File: config.mk
export PLATFORM = sky130hd
export DESIGN_NAME = uart_rx_8n1
export DESIGN_NICKNAME = d
export VERILOG_FILES = /design/src/rtl/uart_rx_8n1.sv
export SDC_FILE = /design/constraint.sdc
export NUM_CORES = 1
export LEC_CHECK = 0
export CAP_MARGIN = 20
export CORE_MARGIN = 1
export CORE_UTILIZATION = 55
export CTS_BUF_LIST = sky130_fd_sc_hd__clkbuf_4
export CTS_CLUSTER_SIZE = 25
export DETAILED_ROUTE_END_ITERATION = 6
export PLACE_DENSITY = 0.82
export RECOVER_POWER = 50
export SYNTH_ARGS = -nofsm -noshare
export SYNTH_HDL_FRONTEND = slang
export SYNTH_SLANG_ARGS = --single-unit
File: constraint.sdc
create_clock -name i_Clk -period 2 [get_ports i_Clk]
set_input_delay 0.4 -clock i_Clk [delete_from_list [all_inputs] [get_ports i_Clk]]
set_output_delay 0.4 -clock i_Clk [all_outputs]
set_load 0.05 [all_outputs]
File: src/rtl/uart_rx_8n1.sv
// uart_rx_8n1 : 8N1 UART receiver, LSB first, mid-bit sampling.
//   i_Clk       system clock (rising edge)
//   i_Rst       asynchronous active-high reset
//   i_RxD       serial line, idles high, asynchronous to i_Clk
//   o_Data      last correctly framed byte (held until the next good frame)
//   o_Valid     one-cycle pulse when o_Data is updated
//   o_Frame_Err one-cycle pulse when the stop bit is sampled low
//   o_Busy      high whenever the receiver is not idle
module uart_rx_8n1 #(
  parameter int unsigned CLKS_PER_BIT = 16
) (
  input  logic       i_Clk,
  input  logic       i_Rst,
  input  logic       i_RxD,
  output logic [7:0] o_Data,
  output logic       o_Valid,
  output logic       o_Frame_Err,
  output logic       o_Busy
);

  localparam int unsigned CW   = $clog2(CLKS_PER_BIT);
  localparam int unsigned HALF = CLKS_PER_BIT / 2;

  localparam logic [2:0] S_IDLE  = 3'd0;
  localparam logic [2:0] S_START = 3'd1;
  localparam logic [2:0] S_DATA  = 3'd2;
  localparam logic [2:0] S_STOP  = 3'd3;
  localparam logic [2:0] S_BREAK = 3'd4;

  logic          r_sync1;
  logic          r_sync2;
  logic [2:0]    r_state;
  logic [CW-1:0] r_clk_cnt;
  logic [2:0]    r_bit_idx;
  logic [7:0]    r_shift;
  logic [7:0]    r_data;
  logic          r_valid;
  logic          r_frame_err;
  logic          r_busy;

  logic          w_rx_s;
  logic          w_half_done;
  logic          w_bit_done;
  logic [2:0]    w_state_nxt;
  logic [CW-1:0] w_clk_cnt_nxt;
  logic [2:0]    w_bit_idx_nxt;
  logic [7:0]    w_shift_nxt;
  logic [7:0]    w_data_nxt;
  logic          w_valid_nxt;
  logic          w_frame_err_nxt;

  assign w_rx_s      = r_sync2;
  assign w_half_done = (r_clk_cnt == CW'(HALF - 1));
  assign w_bit_done  = (r_clk_cnt == CW'(CLKS_PER_BIT - 1));

  // State and datapath registers; synchroniser resets to the idle-high level.
  always_ff @(posedge i_Clk or posedge i_Rst) begin
    if (i_Rst) begin
      r_sync1     <= 1'b1;
      r_sync2     <= 1'b1;
      r_state     <= S_IDLE;
      r_clk_cnt   <= '0;
      r_bit_idx   <= '0;
      r_shift     <= '0;
      r_data      <= '0;
      r_valid     <= 1'b0;
      r_frame_err <= 1'b0;
      r_busy      <= 1'b0;
    end else begin
      r_sync1     <= i_RxD;
      r_sync2     <= r_sync1;
      r_state     <= w_state_nxt;
      r_clk_cnt   <= w_clk_cnt_nxt;
      r_bit_idx   <= w_bit_idx_nxt;
      r_shift     <= w_shift_nxt;
      r_data      <= w_data_nxt;
      r_valid     <= w_valid_nxt;
      r_frame_err <= w_frame_err_nxt;
      r_busy      <= (w_state_nxt != S_IDLE);
    end
  end

  // Next-state and next-output logic.
  always_comb begin
    w_state_nxt     = r_state;
    w_clk_cnt_nxt   = r_clk_cnt;
    w_bit_idx_nxt   = r_bit_idx;
    w_shift_nxt     = r_shift;
    w_data_nxt      = r_data;
    w_valid_nxt     = 1'b0;
    w_frame_err_nxt = 1'b0;

    case (r_state)
      S_IDLE: begin
        w_clk_cnt_nxt = '0;
        w_bit_idx_nxt = '0;
        if (!w_rx_s) begin
          w_state_nxt = S_START;
        end
      end

      // Re-check the line at mid start bit to reject glitches.
      S_START: begin
        if (w_half_done) begin
          w_clk_cnt_nxt = '0;
          w_bit_idx_nxt = '0;
          w_state_nxt   = w_rx_s ? S_IDLE : S_DATA;
        end else begin
          w_clk_cnt_nxt = r_clk_cnt + CW'(1);
        end
      end

      // Shift right so the first received bit lands in bit 0.
      S_DATA: begin
        if (w_bit_done) begin
          w_clk_cnt_nxt = '0;
          w_shift_nxt   = {w_rx_s, r_shift[7:1]};
          if (r_bit_idx == 3'd7) begin
            w_bit_idx_nxt = '0;
            w_state_nxt   = S_STOP;
          end else begin
            w_bit_idx_nxt = r_bit_idx + 3'd1;
          end
        end else begin
          w_clk_cnt_nxt = r_clk_cnt + CW'(1);
        end
      end

      // Stop bit sampled at its centre; returning to IDLE here leaves half a
      // bit of slack before the next start edge.
      S_STOP: begin
        if (w_bit_done) begin
          w_clk_cnt_nxt = '0;
          if (w_rx_s) begin
            w_data_nxt  = r_shift;
            w_valid_nxt = 1'b1;
            w_state_nxt = S_IDLE;
          end else begin
            w_frame_err_nxt = 1'b1;
            w_state_nxt     = S_BREAK;
          end
        end else begin
          w_clk_cnt_nxt = r_clk_cnt + CW'(1);
        end
      end

      // Hold off until the line recovers so a break gives a single error.
      S_BREAK: begin
        w_clk_cnt_nxt = '0;
        if (w_rx_s) begin
          w_state_nxt = S_IDLE;
        end
      end

      default: begin
        w_state_nxt   = S_IDLE;
        w_clk_cnt_nxt = '0;
        w_bit_idx_nxt = '0;
      end
    endcase
  end

  assign o_Data      = r_data;
  assign o_Valid     = r_valid;
  assign o_Frame_Err = r_frame_err;
  assign o_Busy      = r_busy;

endmodule

==> Implementation_results.wiki, run 1 <==
{| class="wikitable"
! Metric !! Value
|-
| Final WL || 2770 um
|-
| CP arrival || around 1.5 ns
|-
| Initial antenna violation count || 0
|-
| Kind of end point of the critical path || output port
|-
| Number of hold violations in the final report || 0
|-
| Die span in y || about 52 um
|-
| Required time of the critical path || roughly 1.6 ns
|-
| Synthesized area per cell || between 10 and 15 um2
|-
| Critical path buffers and inverters || 1
|-
| Total cell area at the placement stage || 1530 um2
|-
| Global-route usage over all layers || 0.245
|-
| Post-layout instance area || roughly 1600 um2
|-
| Post-Syn Area || 1400 um2
|-
| Number of synthesized register bits || 31
|-
| Count of flip-flops with a built-in enable after synthesis || 0
|-
| Final Critical Period || around 1.9 ns
|-
| CTS buffer count || 5
|-
| Maximum clock path buffer count || 2
|-
| Count of mapped cells out of synthesis || about 110
|-
| Row Count || 17
|-
| Setup Slack @ Placement || around 0.16 ns
|-
| Final antenna-violating net count || 0
|-
| Maximum level of the CTS H-tree || 2
|-
| Ports placed on the boundary || 14
|-
| Relative slew margins || 0.503
|-
| Final standard cell count with taps included and fillers excluded || ~150
|-
| Total core area || 2300 um2
|-
| Maximum fanout along the worst path || 2
|-
| Pwr dens || between 900 and 1000 nW/um2
|-
| Iteration-0 DRC Markers || 18
|-
| Routability Congestion || around 0.82
|-
| Number of pins with negative max-slew slack in the final report || 0
|-
| Remaining routing DRC violations || 0
|-
| Number of maximum-capacitance constraint violations || 0
|-
| PostCTS Resize Cnt || 0
|-
| Post-CTS repair timing setup buffer count || 0
|-
| Clock slew at reported path FFs || roughly 0.09 ns
|-
| Unrepaired setup endpoints after global routing || false
|-
| Count of yosys warnings during synthesis || 0
|-
| Worst setup path class || reg2out
|-
| Initial cell density of the core || 0.608
|-
| Slowest-stage cell, CP || clkdlybuf4s50_1
|-
| Endpoints failing setup || 0
|-
| Most used DFF post-synth || dfrtp_1
|-
| Die span in x || 52.4 um
|-
| Worst Hold Slack || approximately 0.36 ns
|-
| TritonCTS clock tree || built
|-
| Maximum clock frequency || between 0.5 and 0.6 GHz
|-
| Source of the worst hold timing path || r_sync1
|-
| Routed length per placed instance || between 15 and 20 um
|-
| Critical path, cell by cell || clkdlybuf4s50_1
|-
| Final period util || 0.956
|-
| Via count of the first global-routing pass || 980
|-
| Worst stage delay on the critical path || 0.82 ns
|-
| Number of detailed-routing iterations run before antenna repair || 4
|-
| Min-delay worst type || reg2reg
|-
| Root Buffer Master || clkbuf_4
|-
| Largest net degree at the start of global routing || 32
|-
| Ratio of routed vias to standard cells || 6.19
|-
| Critical path's top delay family || buffers and inverters
|-
| Number of clock sinks || 31
|-
| Quantity of I/O buffers inserted on ports || 13
|-
| Largest clock skew in the final design || 0.0118 ns
|-
| Share of flip-flops with an asynchronous set or reset || 1.00
|-
| Number of unique standard cell types used by synthesis || 37
|-
| Setup TNS || 0 ns
|-
| Layout cells sized above 1 || 0.262
|-
| Area added between synthesis and finish || 13.9%
|-
| Critical R2R Launch || r_clk_cnt[0]
|-
| Worst slew pin tran || ~0.75 ns
|-
| Peak supply drop || between 0.0008 and 0.0009 V
|-
| Detailed placement HPWL || ~1900 um
|-
| Post-cts hold buffer count || 0
|-
| Cell leakage power || 0.743 nW
|-
| Synthesized net count || about 120
|-
| Post-route worst setup slack || 0.0873 ns
|-
| Run status || complete, no violations
|-
| Total number of vias || approximately 950
|-
| Number of inserted diodes || 0
|-
| Final net count || 131
|-
| Placed cells || around 150
|-
| Insertion delay of the later-clocked pin in the worst-skew pair || between 0.3 and 0.4 ns
|-
| Part of the Yosys area used for sequential elements || 0.557
|-
| Wire length of the first global-routing pass || roughly 4500 um
|-
| Overall die area || approximately 2700 um2
|-
| Launch point of the worst path || o_Data[1]
|-
| GR Overflow Total || 0
|-
| Startpoint types || flip-flop
|}
==> cell usage after synthesis (2+ instances only) <==
library cell   n  area, um2
and3_1         2       12.5
buf_2          2       10.0
buf_6          2       22.5
nand4b_1       2       17.5
dfstp_2        2       52.6
and2_1         2       12.5
inv_1          5       18.8
ha_1           3       37.5
a21oi_1        4       20.0
nand3_1        6       30.0
o21ai_0        3       15.0
o22ai_1        2       12.5
mux2_2        16        180
nor2_1         2       7.51
nand2_1        3       11.3
a32oi_1        4       35.0
dfrtp_1       29        726
==> cell type report <==
class	count	area, um2
multi-input combinational	67	557
inverter	5	18.8
sequential	31	778
tap	28	35.0
timing repair buffer	15	143
fill	185	706
clock buffer	8	60.1
==> stage by stage <==
step,util,total power [mW]
6_report,0.693,1.57
5_1_grt,0.693,1.66
4_1_cts,0.694,1.58
3_5_place_dp,0.668,1.20
3_3_place_gp,0.668,1.17
2_1_floorplan,-,1.14
==> flip-flops by register name, indices dropped and copies added (netlist names) <==
name / count
r_sync2: 1
o_Frame_Err: 1
r_sync1: 1
o_Data: 8
r_state: 3
o_Valid: 1
r_bit_idx: 3
r_shift: 8
r_clk_cnt: 4
o_Busy: 1
==> layer usage <==
metal | up-vias | wire length [um] | track usage | part of all wire
met5 | - | 0 | 0 | 0
met3 | 8 | 155 | 0.0986 | 0.056
met1 | 477 | 1130 | 0.286 | 0.41
met4 | 0 | 61 | 0.114 | 0.022
met2 | 34 | 1420 | 0.390 | 0.51
li1 | 434 | - | - | -
==> kinds of logic after synthesis <==
| kind of cell | Yosys count | share of synthesized area |
|---|---|---|
| AND/OR/NAND/NOR | 28 | 0.141 |
| adder cells (fa/ha/maj) | 3 | 0.0269 |
| AO/OA/AOI/OAI | 19 | 0.0949 |
| multiplexers | 16 | 0.129 |
| flip-flops | 31 | 0.557 |
| XOR/XNOR | 1 | 0.00627 |
| buffers and inverters | 11 | 0.0448 |
==> cells in the final DEF (no fill, tap or decap), types with 2 or more instances in the layout <==
cell type | Yosys | layout
and2_1 | 2 | 2
mux2_2 | 16 | 16
and3_1 | 2 | 2
dfstp_2 | 2 | 2
nand2_1 | 3 | 3
nand3_1 | 6 | 6
o21ai_0 | 3 | 3
dfrtp_1 | 29 | 29
inv_1 | 5 | 5
o22ai_1 | 2 | 2
clkbuf_4 | 0 | 8
nor2_1 | 2 | 2
a32oi_1 | 4 | 4
nand4b_1 | 2 | 2
dlygate4sd3_1 | 0 | 2
ha_1 | 3 | 3
a21oi_1 | 4 | 4
clkdlybuf4s50_1 | 0 | 11
==> worst paths after layout <==
check                               end  slack (ns)  cells after the start
min reg2reg                     r_sync2        0.36                      0
min                             r_sync2        0.36                      0
max in group asynchronous  r_clk_cnt[0]        0.80                      3
max reg2reg                   o_Data[4]        0.14                      4
max                           o_Data[1]        0.09                      1
min in group asynchronous  r_bit_idx[0]        0.72                      3
==> power by group <==
group / leakage (nW) / switching [mW] / internal [mW]
Sequential: 0.406 / 0.111 / 0.705
Combinational: 0.300 / 0.212 / 0.168
Clock: 0.0368 / 0.194 / 0.180
Total: 0.743 / 0.517 / 1.05
Power figures use the tool's default switching activity.
==> run 2: changes to the inputs <==
Settings changed: CTS_BUF_LIST sky130_fd_sc_hd__clkbuf_4 to sky130_fd_sc_hd__clkbuf_8 sky130_fd_sc_hd__clkbuf_16, MAX_ROUTING_LAYER set to met4.
==> Implementation_results.wiki, run 2 (same netlist as run 1, synthesis figures left out) <==
{| class="wikitable"
! Metric !! Value
|-
| Run status || complete, no violations
|-
| Insertion delay of the later-clocked pin in the worst-skew pair || between 0.2 and 0.3 ns
|-
| Detailed placement HPWL || between 1500 and 2000 um
|-
| Required time of the critical path || ~2.2 ns
|-
| Post-route worst setup slack || between 0.1 and 0.15 ns
|-
| Slowest-stage cell, CP || and3_1
|-
| Total Power || between 1.5 and 2 mW
|-
| Die span in y || 52.4 um
|-
| Critical path buffers and inverters || 0
|-
| Global-route usage over all layers || 0.258
|-
| Pwr dens || just over 1000 nW/um2
|-
| Min-delay worst type || reg2reg
|-
| Source of the worst hold timing path || r_sync1
|-
| Total cell area at the placement stage || 1530 um2
|-
| Cell leakage power || about 0.76 nW
|-
| PostCTS Resize Cnt || 0
|-
| Final net count || ~130
|-
| Row Count || 17
|-
| Routability Congestion || around 0.83
|-
| Final antenna-violating net count || 0
|-
| Internal power of the cells || ~1.1 mW
|-
| Critical path, cell by cell || ha_1, and3_1, nand4_4, mux2_2
|-
| Number of hold violations in the final report || 0
|-
| Maximum clock path buffer count || 2
|-
| Number of clock sinks || 31
|-
| Post-layout instance area || about 1600 um2
|-
| Remaining routing DRC violations || 0
|-
| Worst setup path class || reg2reg
|-
| Total number of vias || 942
|-
| Wire length of the first global-routing pass || around 4600 um
|-
| Number of inserted diodes || 0
|-
| Largest net degree at the start of global routing || 32
|-
| Post-cts hold buffer count || 0
|-
| Setup TNS || 0 ns
|-
| Routed length per placed instance || between 15 and 20 um
|-
| Final period util || 0.933
|-
| Launch point of the worst path || r_clk_cnt[0]
|-
| Via count of the first global-routing pass || 972
|-
| Final WL || roughly 2800 um
|-
| Relative slew margins || 0.506
|-
| Die span in x || 52.4 um
|-
| Initial antenna violation count || 0
|-
| Part of the total power dissipated in sequential elements || 0.498
|-
| Number of maximum-capacitance constraint violations || 0
|-
| Kind of end point of the critical path || flip-flop
|-
| Startpoint types || flip-flop
|-
| Commonest cells after routing, fill and taps aside || 29 x dfrtp_1, 16 x mux2_2, 11 x clkdlybuf4s50_1
|-
| Critical R2R Launch || r_clk_cnt[0]
|-
| GR Overflow Total || 0
|-
| NetSw || around 0.54 mW
|-
| Largest clock skew in the final design || between 0.009 and 0.01 ns
|-
| Post-CTS repair timing setup buffer count || 0
|-
| Setup Slack @ Placement || 0.159 ns
|-
| Switching share of total power || 0.327
|-
| Total core area || ~2300 um2
|-
| Iteration-0 DRC Markers || 11
|-
| Final Critical Period || 1.87 ns
|-
| Overall die area || about 2700 um2
|-
| CP arrival || just over 2 ns
|-
| CTS buffer count || 5
|-
| Maximum fanout along the worst path || 9
|-
| Leading cell type in the layout, fill and taps excluded || dfrtp_1
|-
| Worst slew pin tran || around 0.74 ns
|-
| Critical path's top delay family || simple AND/OR/NAND/NOR gates
|-
| TritonCTS clock tree || built
|-
| Initial cell density of the core || 0.608
|-
| Power share of the combinational group || 0.230
|-
| Worst Hold Slack || around 0.36 ns
|-
| Area added between synthesis and finish || 15.3%
|-
| Maximum level of the CTS H-tree || 2
|-
| Clock slew at reported path FFs || roughly 0.050 ns
|-
| Peak supply drop || approximately 0.00089 V
|-
| Quantity of I/O buffers inserted on ports || 13
|-
| Unrepaired setup endpoints after global routing || false
|-
| Number of pins with negative max-slew slack in the final report || 0
|-
| Root Buffer Master || clkbuf_8
|-
| Ratio of routed vias to standard cells || 6.12
|-
| Number of detailed-routing iterations run before antenna repair || 4
|-
| Layout cells sized above 1 || 0.238
|-
| Portion of total power attributed to the clock network || 0.272
|-
| Endpoints failing setup || 0
|-
| Ports placed on the boundary || 14
|-
| Maximum clock frequency || 0.536 GHz
|-
| Worst stage delay on the critical path || 0.48 ns
|}
[run 2: changes by cell type in the layout (fill, tap and decap cells not counted), sizes merged]
cell    change
clkbuf      -3
inv         +3
[run 2: metrics by stage]
stage	utilization	instances
after CTS	0.703	154
after global placement	0.668	146
final	0.702	154
after global routing	0.702	154
after detailed placement	0.668	146
after floorplan	-	109
[run 2: power groups by stage]
| stage | Clock (mW) | Sequential [mW] | Combinational (mW) |
|---|---|---|---|
| 5_1_grt | 0.480 | 0.829 | 0.416 |
| 3_3_place_gp | 0 | 0.815 | 0.358 |
| 2_1_floorplan | 0 | 0.786 | 0.350 |
| 3_5_place_dp | 0 | 0.824 | 0.376 |
| 6_report | 0.446 | 0.817 | 0.378 |
| 4_1_cts | 0.455 | 0.815 | 0.377 |
[run 2: layout make-up]
type	instances	area (um2)
repair buffers	15	143
clock inverters	3	11.3
flip-flops and latches	31	778
inverters	5	18.8
multi-input cells	67	557
fillers	177	686
well taps	28	35.0
clock buffers	5	68.8
[run 2: worst paths after layout]
kind | slack [ns] | to | cells past startpoint
max | 0.13 | o_Data[7] | 4
max in group asynchronous | 0.76 | r_clk_cnt[0] | 3
max reg2reg | 0.13 | o_Data[7] | 4
min in group asynchronous | 0.76 | o_Valid | 3
min | 0.36 | r_sync2 | 0
min reg2reg | 0.36 | r_sync2 | 0
[run 2: per-layer routing]
metal,GRT usage,vias to the layer above,part of all wire
li1,-,431,-
met5,-,-,0
met4,0.158,0,0.028
met1,0.299,470,0.41
met3,0.0696,10,0.046
met2,0.397,31,0.52
